===== src/rtl/cc_pkg.sv =====
// Shared definitions for the punctured K=7 convolutional encoder:
// code rate encoding, generator polynomials (171/133 octal) and puncture tables.
package cc_pkg;

    localparam int K          = 7;
    localparam int STATE_W    = K - 1;
    localparam int PERIOD_MAX = 5;

    localparam logic [K-1:0] GEN_X = 7'o171;
    localparam logic [K-1:0] GEN_Y = 7'o133;

    typedef enum logic [1:0] {
        RATE_1_2 = 2'd0,
        RATE_2_3 = 2'd1,
        RATE_3_4 = 2'd2,
        RATE_5_6 = 2'd3
    } rate_e;

    typedef enum logic [1:0] {
        ST_IDLE,
        ST_DATA,
        ST_TAIL,
        ST_DRAIN
    } fsm_e;

    // Puncture period length per rate, and keep masks indexed by period position
    localparam logic [2:0]            PERIOD_LEN [4] = '{3'd1, 3'd2, 3'd3, 3'd5};
    localparam logic [PERIOD_MAX-1:0] KEEP_X     [4] = '{5'b00001, 5'b00001, 5'b00101, 5'b10101};
    localparam logic [PERIOD_MAX-1:0] KEEP_Y     [4] = '{5'b00001, 5'b00011, 5'b00011, 5'b01011};

    function automatic logic [2:0] period_last(input rate_e r);
        return PERIOD_LEN[r] - 3'd1;
    endfunction

    // Returns {keep_y, keep_x} for the given rate and period position
    function automatic logic [1:0] keep_bits(input rate_e r, input logic [2:0] pos);
        return {KEEP_Y[r][pos], KEEP_X[r][pos]};
    endfunction

endpackage


===== src/rtl/cc_mother_core.sv =====
// Rate-1/2 K=7 mother encoder: 6-bit shift state (bit 0 newest) and X/Y taps.
module cc_mother_core
    import cc_pkg::*;
(
    input  logic clk,
    input  logic reset,
    input  logic clear,
    input  logic shift_en,
    input  logic in_bit,
    output logic x_bit,
    output logic y_bit
);

    logic [STATE_W-1:0] state_q;
    logic [K-1:0]       tap_vec;

    // Arrange input and state so the generator MSB lines up with the newest bit
    always_comb begin
        tap_vec      = '0;
        tap_vec[K-1] = in_bit;
        for (int unsigned i = 0; i < STATE_W; i++) begin
            tap_vec[K-2-i] = state_q[i];
        end
        x_bit = ^(tap_vec & GEN_X);
        y_bit = ^(tap_vec & GEN_Y);
    end

    // Shift register: clears at block start, shifts on every encoded bit
    always_ff @(posedge clk or posedge reset) begin
        if (reset) begin
            state_q <= '0;
        end else if (clear) begin
            state_q <= '0;
        end else if (shift_en) begin
            state_q <= {state_q[STATE_W-2:0], in_bit};
        end
    end

endmodule


===== src/rtl/cc_punct_enc.sv =====
// Punctured convolutional encoder (rates 1/2, 2/3, 3/4, 5/6) with a 1-bit
// valid/ready stream on both sides. Define CC_TAIL_FLUSH_EN to append
// TAIL_LEN zero bits after the last data bit of each block.
module cc_punct_enc
    import cc_pkg::*;
#(
    parameter int RATE_W   = 2,
    parameter int TAIL_LEN = 6
) (
    input  logic              clk,
    input  logic              reset,
    input  logic [RATE_W-1:0] rate,
    input  logic              in_valid,
    output logic              in_ready,
    input  logic              in_data,
    input  logic              in_last,
    output logic              out_valid,
    input  logic              out_ready,
    output logic              out_data,
    output logic              out_last
);

    fsm_e       fsm_q, fsm_nxt;
    rate_e      rate_q, rate_eff;
    logic [2:0] pos_q, pos_nxt;
    logic [1:0] pend_cnt_q, pend_data_q, pend_last_q;
    logic [1:0] new_cnt, new_data, new_last, keep;
    logic       can_load, accept, tail_feed, load, xfer;
    logic       block_end, final_pos, enc_in, x_bit, y_bit;

`ifdef CC_TAIL_FLUSH_EN
    localparam int   TAIL_CW    = (TAIL_LEN > 1) ? $clog2(TAIL_LEN) : 1;
    localparam fsm_e AFTER_LAST = ST_TAIL;
    logic [TAIL_CW-1:0] tail_cnt_q;
    logic               tail_done;
`else
    localparam fsm_e AFTER_LAST = ST_DRAIN;
    logic unused_tail_len;
    assign unused_tail_len = (TAIL_LEN != 0);
`endif

    cc_mother_core u_core (
        .clk      (clk),
        .reset    (reset),
        .clear    (block_end),
        .shift_en (load),
        .in_bit   (enc_in),
        .x_bit    (x_bit),
        .y_bit    (y_bit)
    );

    // Handshakes and puncture selection for the bit entering the encoder this cycle
    always_comb begin
        rate_eff  = (fsm_q == ST_IDLE) ? rate_e'(rate[1:0]) : rate_q;
        out_valid = (pend_cnt_q != 2'd0);
        out_data  = pend_data_q[0];
        out_last  = pend_last_q[0];
        xfer      = out_valid & out_ready;
        can_load  = (pend_cnt_q == 2'd0) || ((pend_cnt_q == 2'd1) && out_ready);
        in_ready  = ((fsm_q == ST_IDLE) || (fsm_q == ST_DATA)) && can_load;
        accept    = in_valid & in_ready;
`ifdef CC_TAIL_FLUSH_EN
        tail_feed = (fsm_q == ST_TAIL) && can_load;
        tail_done = tail_feed && (tail_cnt_q == TAIL_CW'(TAIL_LEN - 1));
        final_pos = tail_done;
`else
        tail_feed = 1'b0;
        final_pos = accept & in_last;
`endif
        load      = accept | tail_feed;
        enc_in    = accept & in_data;
        block_end = (fsm_q == ST_DRAIN) && ((xfer && out_last) || (pend_cnt_q == 2'd0));
        pos_nxt   = (pos_q == period_last(rate_eff)) ? 3'd0 : pos_q + 3'd1;
        keep      = keep_bits(rate_eff, pos_q);
        new_cnt   = '0;
        new_data  = '0;
        new_last  = '0;
        case (keep)
            2'b11: begin
                new_cnt  = 2'd2;
                new_data = {y_bit, x_bit};
                new_last = {final_pos, 1'b0};
            end
            2'b01: begin
                new_cnt  = 2'd1;
                new_data = {1'b0, x_bit};
                new_last = {1'b0, final_pos};
            end
            2'b10: begin
                new_cnt  = 2'd1;
                new_data = {1'b0, y_bit};
                new_last = {1'b0, final_pos};
            end
            default: ;
        endcase
    end

    // Block sequencing: idle, data, optional zero tail, drain of pending bits
    always_comb begin
        fsm_nxt = fsm_q;
        case (fsm_q)
            ST_IDLE, ST_DATA: if (accept) fsm_nxt = in_last ? AFTER_LAST : ST_DATA;
            ST_TAIL:          if (final_pos) fsm_nxt = ST_DRAIN;
            ST_DRAIN:         if (block_end) fsm_nxt = ST_IDLE;
            default:          fsm_nxt = ST_IDLE;
        endcase
    end

    // State register and per-block rate latch
    always_ff @(posedge clk or posedge reset) begin
        if (reset) begin
            fsm_q  <= ST_IDLE;
            rate_q <= RATE_1_2;
        end else begin
            fsm_q <= fsm_nxt;
            if ((fsm_q == ST_IDLE) && accept) rate_q <= rate_eff;
        end
    end

    // Puncture position counter, restarted at each block boundary
    always_ff @(posedge clk or posedge reset) begin
        if (reset) begin
            pos_q <= '0;
        end else if (block_end) begin
            pos_q <= '0;
        end else if (load) begin
            pos_q <= pos_nxt;
        end
    end

    // Pending output bits: a new load replaces a bit leaving in the same cycle
    always_ff @(posedge clk or posedge reset) begin
        if (reset) begin
            pend_cnt_q  <= '0;
            pend_data_q <= '0;
            pend_last_q <= '0;
        end else if (load) begin
            pend_cnt_q  <= new_cnt;
            pend_data_q <= new_data;
            pend_last_q <= new_last;
        end else if (xfer) begin
            pend_cnt_q  <= pend_cnt_q - 2'd1;
            pend_data_q <= {1'b0, pend_data_q[1]};
            pend_last_q <= {1'b0, pend_last_q[1]};
        end
    end

`ifdef CC_TAIL_FLUSH_EN
    // Counts zero bits fed through the encoder after the last data bit
    always_ff @(posedge clk or posedge reset) begin
        if (reset) begin
            tail_cnt_q <= '0;
        end else if (tail_done) begin
            tail_cnt_q <= '0;
        end else if (tail_feed) begin
            tail_cnt_q <= tail_cnt_q + 1'b1;
        end
    end
`endif

endmodule


===== config.mk =====
export PLATFORM = sky130hd
export DESIGN_NAME = cc_punct_enc
export DESIGN_NICKNAME = d
export VERILOG_FILES = /design/src/rtl/cc_pkg.sv /design/src/rtl/cc_mother_core.sv /design/src/rtl/cc_punct_enc.sv
export SDC_FILE = /design/constraint.sdc
export NUM_CORES = 1
export LEC_CHECK = 0
export ABC_AREA = 1
export CORE_AREA = 8 8 65 67
export DETAILED_ROUTE_END_ITERATION = 8
export DIE_AREA = 0 0 73 75
export GPL_ROUTABILITY_DRIVEN = 0
export PLACE_DENSITY_LB_ADDON = 0.1
export SLEW_MARGIN = 20
export SYNTH_ARGS = -nofsm -noshare
export SYNTH_HDL_FRONTEND = slang
export SYNTH_SLANG_ARGS = --single-unit
export TNS_END_PERCENT = 1

===== constraint.sdc =====
create_clock -name clk -period 2 [get_ports clk]
set_input_delay 0.2 -clock clk [delete_from_list [all_inputs] [get_ports clk]]
set_output_delay 0.2 -clock clk [all_outputs]
set_load 0.03 [all_outputs]

* Word level (Yosys, flattened, before mapping)
Cells that the tools add are included.
** Word-level totals
- Input port bits :: 8
- Bits in registers :: 19
- Logic and storage cells :: 79
- Output and inout port bits :: 4
** Operators by class
- Equal/unequal tests :: 11
- Reductions and logical operators :: 18
- $add $sub $neg :: 3
- Bitwise gates (word level) :: 5
- Mux-type cells :: 33
- $lt $le $gt $ge :: 2
** Operators with widths (count)
- $mux W2 :: 11
- $bmux W5 S2 :: 2
- $mux W5 :: 4
- $mux W3 :: 5
- $reduce_xor A7 Y1 :: 2
- $mux W6 :: 2
- $pmux W2 S3 :: 2
- $eq A2 B2 Y1 const B :: 4
- $pmux W2 S2 :: 2
- $bmux W1 S3 :: 2
- $bmux W3 S2 :: 1
- $eq A2 B1 Y1 const B :: 3
- $ne A2 B2 Y1 const B :: 3
- $reduce_bool A2 Y1 :: 3
- $logic_and A1 B1 Y1 :: 5
- $and A1 B1 Y1 :: 4
- $logic_not A2 Y1 :: 2
- $lt A3 B4 Y1 const B :: 1
- $reduce_or A2 Y1 :: 2
- $add A3 B1 Y3 const B :: 1
- $eq A3 B3 Y1 :: 1
- $ge A3 B3 Y1 const B :: 1
- $logic_or A1 B1 Y1 :: 3
- $not A2 Y3 :: 1
- 4 further kinds :: 5

* Logic depth before layout (Yosys ltp)
- Depth in word-level cells :: 12
- Mapped depth :: 14

* By module
Synthesis repeated with hierarchy kept, for this count alone.
** Second synthesis, totals
- Cells, all modules :: 177
- Area, all modules :: 1298.7 µm²
** Modules (own cells, without submodules)
- cc_punct_enc :: instances 1, seq. area each 325.3 µm², cells an instance 133, area an instance 947.2 µm²
- cc_mother_core :: instances 1, seq. area each 150.1 µm², cells an instance 44, area an instance 351.6 µm²

* Least setup slack after synthesis
No wires, ideal clock.
- Path kind :: flip-flop to flip-flop
- Start point :: reg fsm_q[0]
- End point :: reg pend_data_q[0]
- Data arrival time :: 1922 ps
- Required time :: 1876 ps
- Setup slack :: -45 ps
- Clock period less this slack :: 2045 ps
- Library setup time :: 124 ps
- Stages on the path, launching flop included :: 15
- Cell sequence :: dfrtp_1 > nor2_4 > nand2_1 > o21ai_2 > nand2_2 > o21ai_2 > inv_1 > nor3_2 > inv_2 > ha_1 > or2_2 > nand3_1 > nand2_1 > nand2_1 > a21oi_1
** On the way
- Word-level cells in the longest chain between the ends :: 11
- Elaborated cells between the ends (all ways) :: 26
** RTL lines
- start, declared :: line cc_punct_enc.sv:23 : fsm_e fsm_q, fsm_nxt;
- start signal, assigned :: line cc_punct_enc.sv:115 : fsm_q <= fsm_nxt;
- $logic_not A2 Y1 :: line cc_punct_enc.sv:54, cc_punct_enc.sv:60
- $mux W2 :: line cc_punct_enc.sv:54 : rate_eff = (fsm_q == ST_IDLE) ? rate_e'(rate[1:0]) : rate_q;
- $not A2 Y3 (not written as such) :: line cc_pkg.sv:37 : return {KEEP_Y[r][pos], KEEP_X[r][pos]};
- $bmux W5 S2 :: line cc_pkg.sv:37
- $mux W5 (not written as such) (2 in series) :: line cc_pkg.sv:37
- $bmux W1 S3 :: line cc_pkg.sv:37
- $mux W1 (not written as such) :: line cc_pkg.sv:37
- $eq A2 B2 Y1 / $eq A2 B1 Y1 (equally long branches) :: line cc_punct_enc.sv:78 : case (keep)
- $pmux W2 S3 :: line cc_punct_enc.sv:78
- $mux W2 :: line cc_punct_enc.sv:137 : end else if (load) begin
- end signal, assigned :: line cc_punct_enc.sv:139 : pend_data_q <= new_data;
- end signal, assigned :: line cc_punct_enc.sv:143 : pend_data_q <= {1'b0, pend_data_q[1]};
- end, declared :: line cc_punct_enc.sv:26 : logic [1:0] pend_cnt_q, pend_data_q, pend_last_q;
Several ways; a longest one is shown, not always the timed one. The select of a mux whose other input is x is not followed.
A chain may end at the register's enable or synchronous reset.

* Worst setup path in the final report
- Start point :: reg fsm_q[1]
- End point :: reg pend_cnt_q[0]
** On the way
- Word-level cells in the longest chain between the ends :: 12
- Elaborated cells between the ends (all ways) :: 24
** RTL lines
- $logic_not A2 Y1 :: line cc_punct_enc.sv:54, cc_punct_enc.sv:60
- $mux W2 :: line cc_punct_enc.sv:54
- $not A2 Y3 (not written as such) :: line cc_pkg.sv:37
- $bmux W5 S2 :: line cc_pkg.sv:37
- $mux W5 (not written as such) (2 in series) :: line cc_pkg.sv:37
- $bmux W1 S3 :: line cc_pkg.sv:37
- $mux W1 (not written as such) :: line cc_pkg.sv:37
- $eq A2 B2 Y1 / $eq A2 B1 Y1 (equally long branches) :: line cc_punct_enc.sv:78
- $reduce_or A2 Y1 (no source line)
- $pmux W2 S2 :: line cc_punct_enc.sv:78
- $mux W2 :: line cc_punct_enc.sv:137
- end signal, assigned :: line cc_punct_enc.sv:138 : pend_cnt_q <= new_cnt;
- end signal, assigned :: line cc_punct_enc.sv:142 : pend_cnt_q <= pend_cnt_q - 2'd1;
- end, declared :: line cc_punct_enc.sv:26
Several ways; a longest one is shown, not always the timed one. The select of a mux whose other input is x is not followed.

==> reports/results.txt <==
Leakage - 0.8204 nW
Initial antenna violation count - 0
Setup crit end kind - flop
Worst hold-check path type - in2async
Reg2reg start - fsm_q[1]
Ys Warns - 0
Final worst path period need - 2.080 ns
Worst Max-Slew Pin Slew - 0.3248 ns
Fin area - 1520 µm²
RSZ-0062 raised after global routing - yes
Sw Share - 49.07%
Fraction of layout cells with a size suffix above 1 - 13.57%
Fmax - 480.7 MHz
Reg clk slew, reported paths - 0.12 ns
Worst setup SP type - flop
Sequential share of power - 27.1%
Most common cell after layout, fill and taps aside - nand2_1
Total Wirelength - 2861 µm
Crit share post-route - 104.0%
Final ANT Viol Nets - 0
Logic pwr share - 64.9%
Worst relative slew slack - 78.31%
GRT overflow - 0
Synth cell types - 23
CTS buffer count - 3
DP Area - 1493 µm²
Layout Skew - 0.004589 ns
Io pins - 12
Setup CP Type - reg2reg
CTS tree - done
Standard-cell rows - 21
Postcts setup bufs - 0
Htree depth - 1
Worst Path Required - 2.21 ns
Sequential area share after synthesis - 38.31%
Ant. Diodes - 0
Post-Syn Area - 1241 µm²
Syn Inst Count - 176
Pint - 1.308 mW
Cell Count, Final, Fillers Out - 245
DP Cell Count - 241
Final Hold Vio Count - 0
Synthesized area per cell - 7.052 µm²
# fillers - 348
First-pass GRT wire length - 4981 µm
Synth top area share - 38.31%
Initial core utilization - 38.40%
R2R depth - 13
Synth area leaders - dfrtp_1, nand2_1, inv_1, ha_1, o21ai_0
Vias in the first global route - 1114
Power per cell area - 1689 nW/µm²
Clock power frac - 8.0%
Vias per cell - 4.849
Tot GR Track Use - 11.37%
Chip Height - 75 µm
Worst-Skew Late Latency - 0.30 ns
Multi-input gate area - 669.4 µm²
Drt first pass iters - 4
Max Buffers Root-to-Sink - 2
Starting DRT DRC Count - 74
WP data arrival - 2.29 ns
Crit Path Max Fanout - 7
Synth area leader - dfrtp_1
Max_cap viols - 0
CTS Sinks - 19
Outcome - finished, violations left
Residual DRC - 0
DP HPWL - 2200 µm
Hold buffers post-CTS - 0
Endpoints failing setup - 4
Wire per inst - 11.68 µm
Core area - 3232 µm²
Root Buffer - clkbuf_4
Post-synthesis register bit count - 19
Largest net degree at the start of global routing - 20
Die W - 73 µm
Sequential cell area - 475.5 µm²
Pins Over Slew Limit - 0
Nets - 215
Syn Nets - 191
VDD IR max - 0.5660 mV
Worst R2R Setup Slack - -0.08 ns
Most frequent cells in the layout - nand2_1, inv_1, dfrtp_1
Area growth from synthesis to layout - 22.48%
Sw power - 1.260 mW
DR vias - 1188
Full die area - 5475 µm²
Port Buf Inserts - 11
Failing checks - setup timing
Worst setup margin - -0.08045 ns
Worst reg2reg endpoint - pend_cnt_q[0]
-- logic make-up after synthesis --
family,synth area share [%]
buffers and inverters,9.475
adders and majority gates,7.056
xor gates and xnor gates,0.7058
AOI/OAI and AO/OA,13.41
and+or+nand+nor,31.05
DFF,38.31
-- worst max path at each step --
stage,start,end,slack (ns),depth (start not counted)
after floorplan,fsm_q[1],pend_data_q[0],0.007,14
after global placement,rate[0],pend_data_q[0],-0.15,14
after detailed placement,rate[1],pend_data_q[0],-0.18,14
after CTS,fsm_q[1],pend_cnt_q[0],-0.09,13
after global routing,fsm_q[1],pend_cnt_q[0],-0.22,13
final,fsm_q[1],pend_cnt_q[0],-0.08,13
-- cell type report --
cell class	instances	share of cell area [%]
well taps	46	3.786
repair buffers	20	11.77
flip-flops and latches	19	31.28
multi-input cells	126	44.03
clock buffers	4	1.728
inverters	30	7.407
-- state kept, by name, summed over array words and instances (netlist names) --
signal	cells
pend_data_q	2
pos_q	3
u_core.state_q	6
fsm_q	2
rate_q	2
pend_cnt_q	2
pend_last_q	2
-- per-stage QoR --
step | hold slack [ns] | utilization, % | total power, mW | TNS, ns | worst slack, ns
floorplan | 0.1511 | - | 1.844 | 0 | 0.007467
global placement | 0.5077 | 46.19 | 2.322 | -0.4954 | -0.1466
detailed placement | 0.5120 | 46.19 | 2.377 | -0.6884 | -0.1846
CTS | 0.2247 | 46.96 | 2.581 | -0.2634 | -0.09244
global route | 0.2268 | 47.04 | 2.861 | -1.032 | -0.2188
finish | 0.2181 | 47.04 | 2.568 | -0.1946 | -0.08045
-- power groups by stage --
| stage | Sequential [mW] | Clock (mW) | Combinational, mW |
|---|---|---|---|
| 6_report | 0.697 | 0.205 | 1.67 |
| 5_1_grt | 0.719 | 0.230 | 1.91 |
| 4_1_cts | 0.695 | 0.211 | 1.67 |
| 3_5_place_dp | 0.705 | 0 | 1.67 |
| 3_3_place_gp | 0.698 | 0 | 1.62 |
| 2_1_floorplan | 0.716 | 0 | 1.13 |
-- routing by layer --
layer	share of wire [%]	GRT usage (%)
met1	48	14.70
met4	0.77	4.444
met2	48	17.97
met5	0	0
met3	2.8	2.530
-- synthesized netlist by cell type (all sizes together) --
cell type and n:
nand4 2, inv 30, nor2 11, o31ai 1, nor3 2, dfrtp 19, o21ai 17, a21oi 3
nand3 11, ha 7, nand2 64, o211ai 1, xor2 1, buf 1, o22ai 5, or2 1
-- repair_timing --
action	CTS	global route
gates resized for setup	1	2
pin swaps	2	0
endpoints found under the setup margin	6	7
cloned	0	0
endpoints found under the hold margin	0	0
-- critical path, cell delays in order, from the launching register on --
cell and delay, ns:
dfrtp_1 0.44, nor2_4 0.08, buf_4 0.14, o21ai_2 0.17
nand2_2 0.10, o21ai_2 0.15, inv_2 0.06, nor3_4 0.17
inv_2 0.07, ha_1 0.31, nand2_1 0.07, o21ai_0 0.07
a21oi_1 0.12, inv_1 0.05
No activity file was read; power rests on OpenSTA's default activity.
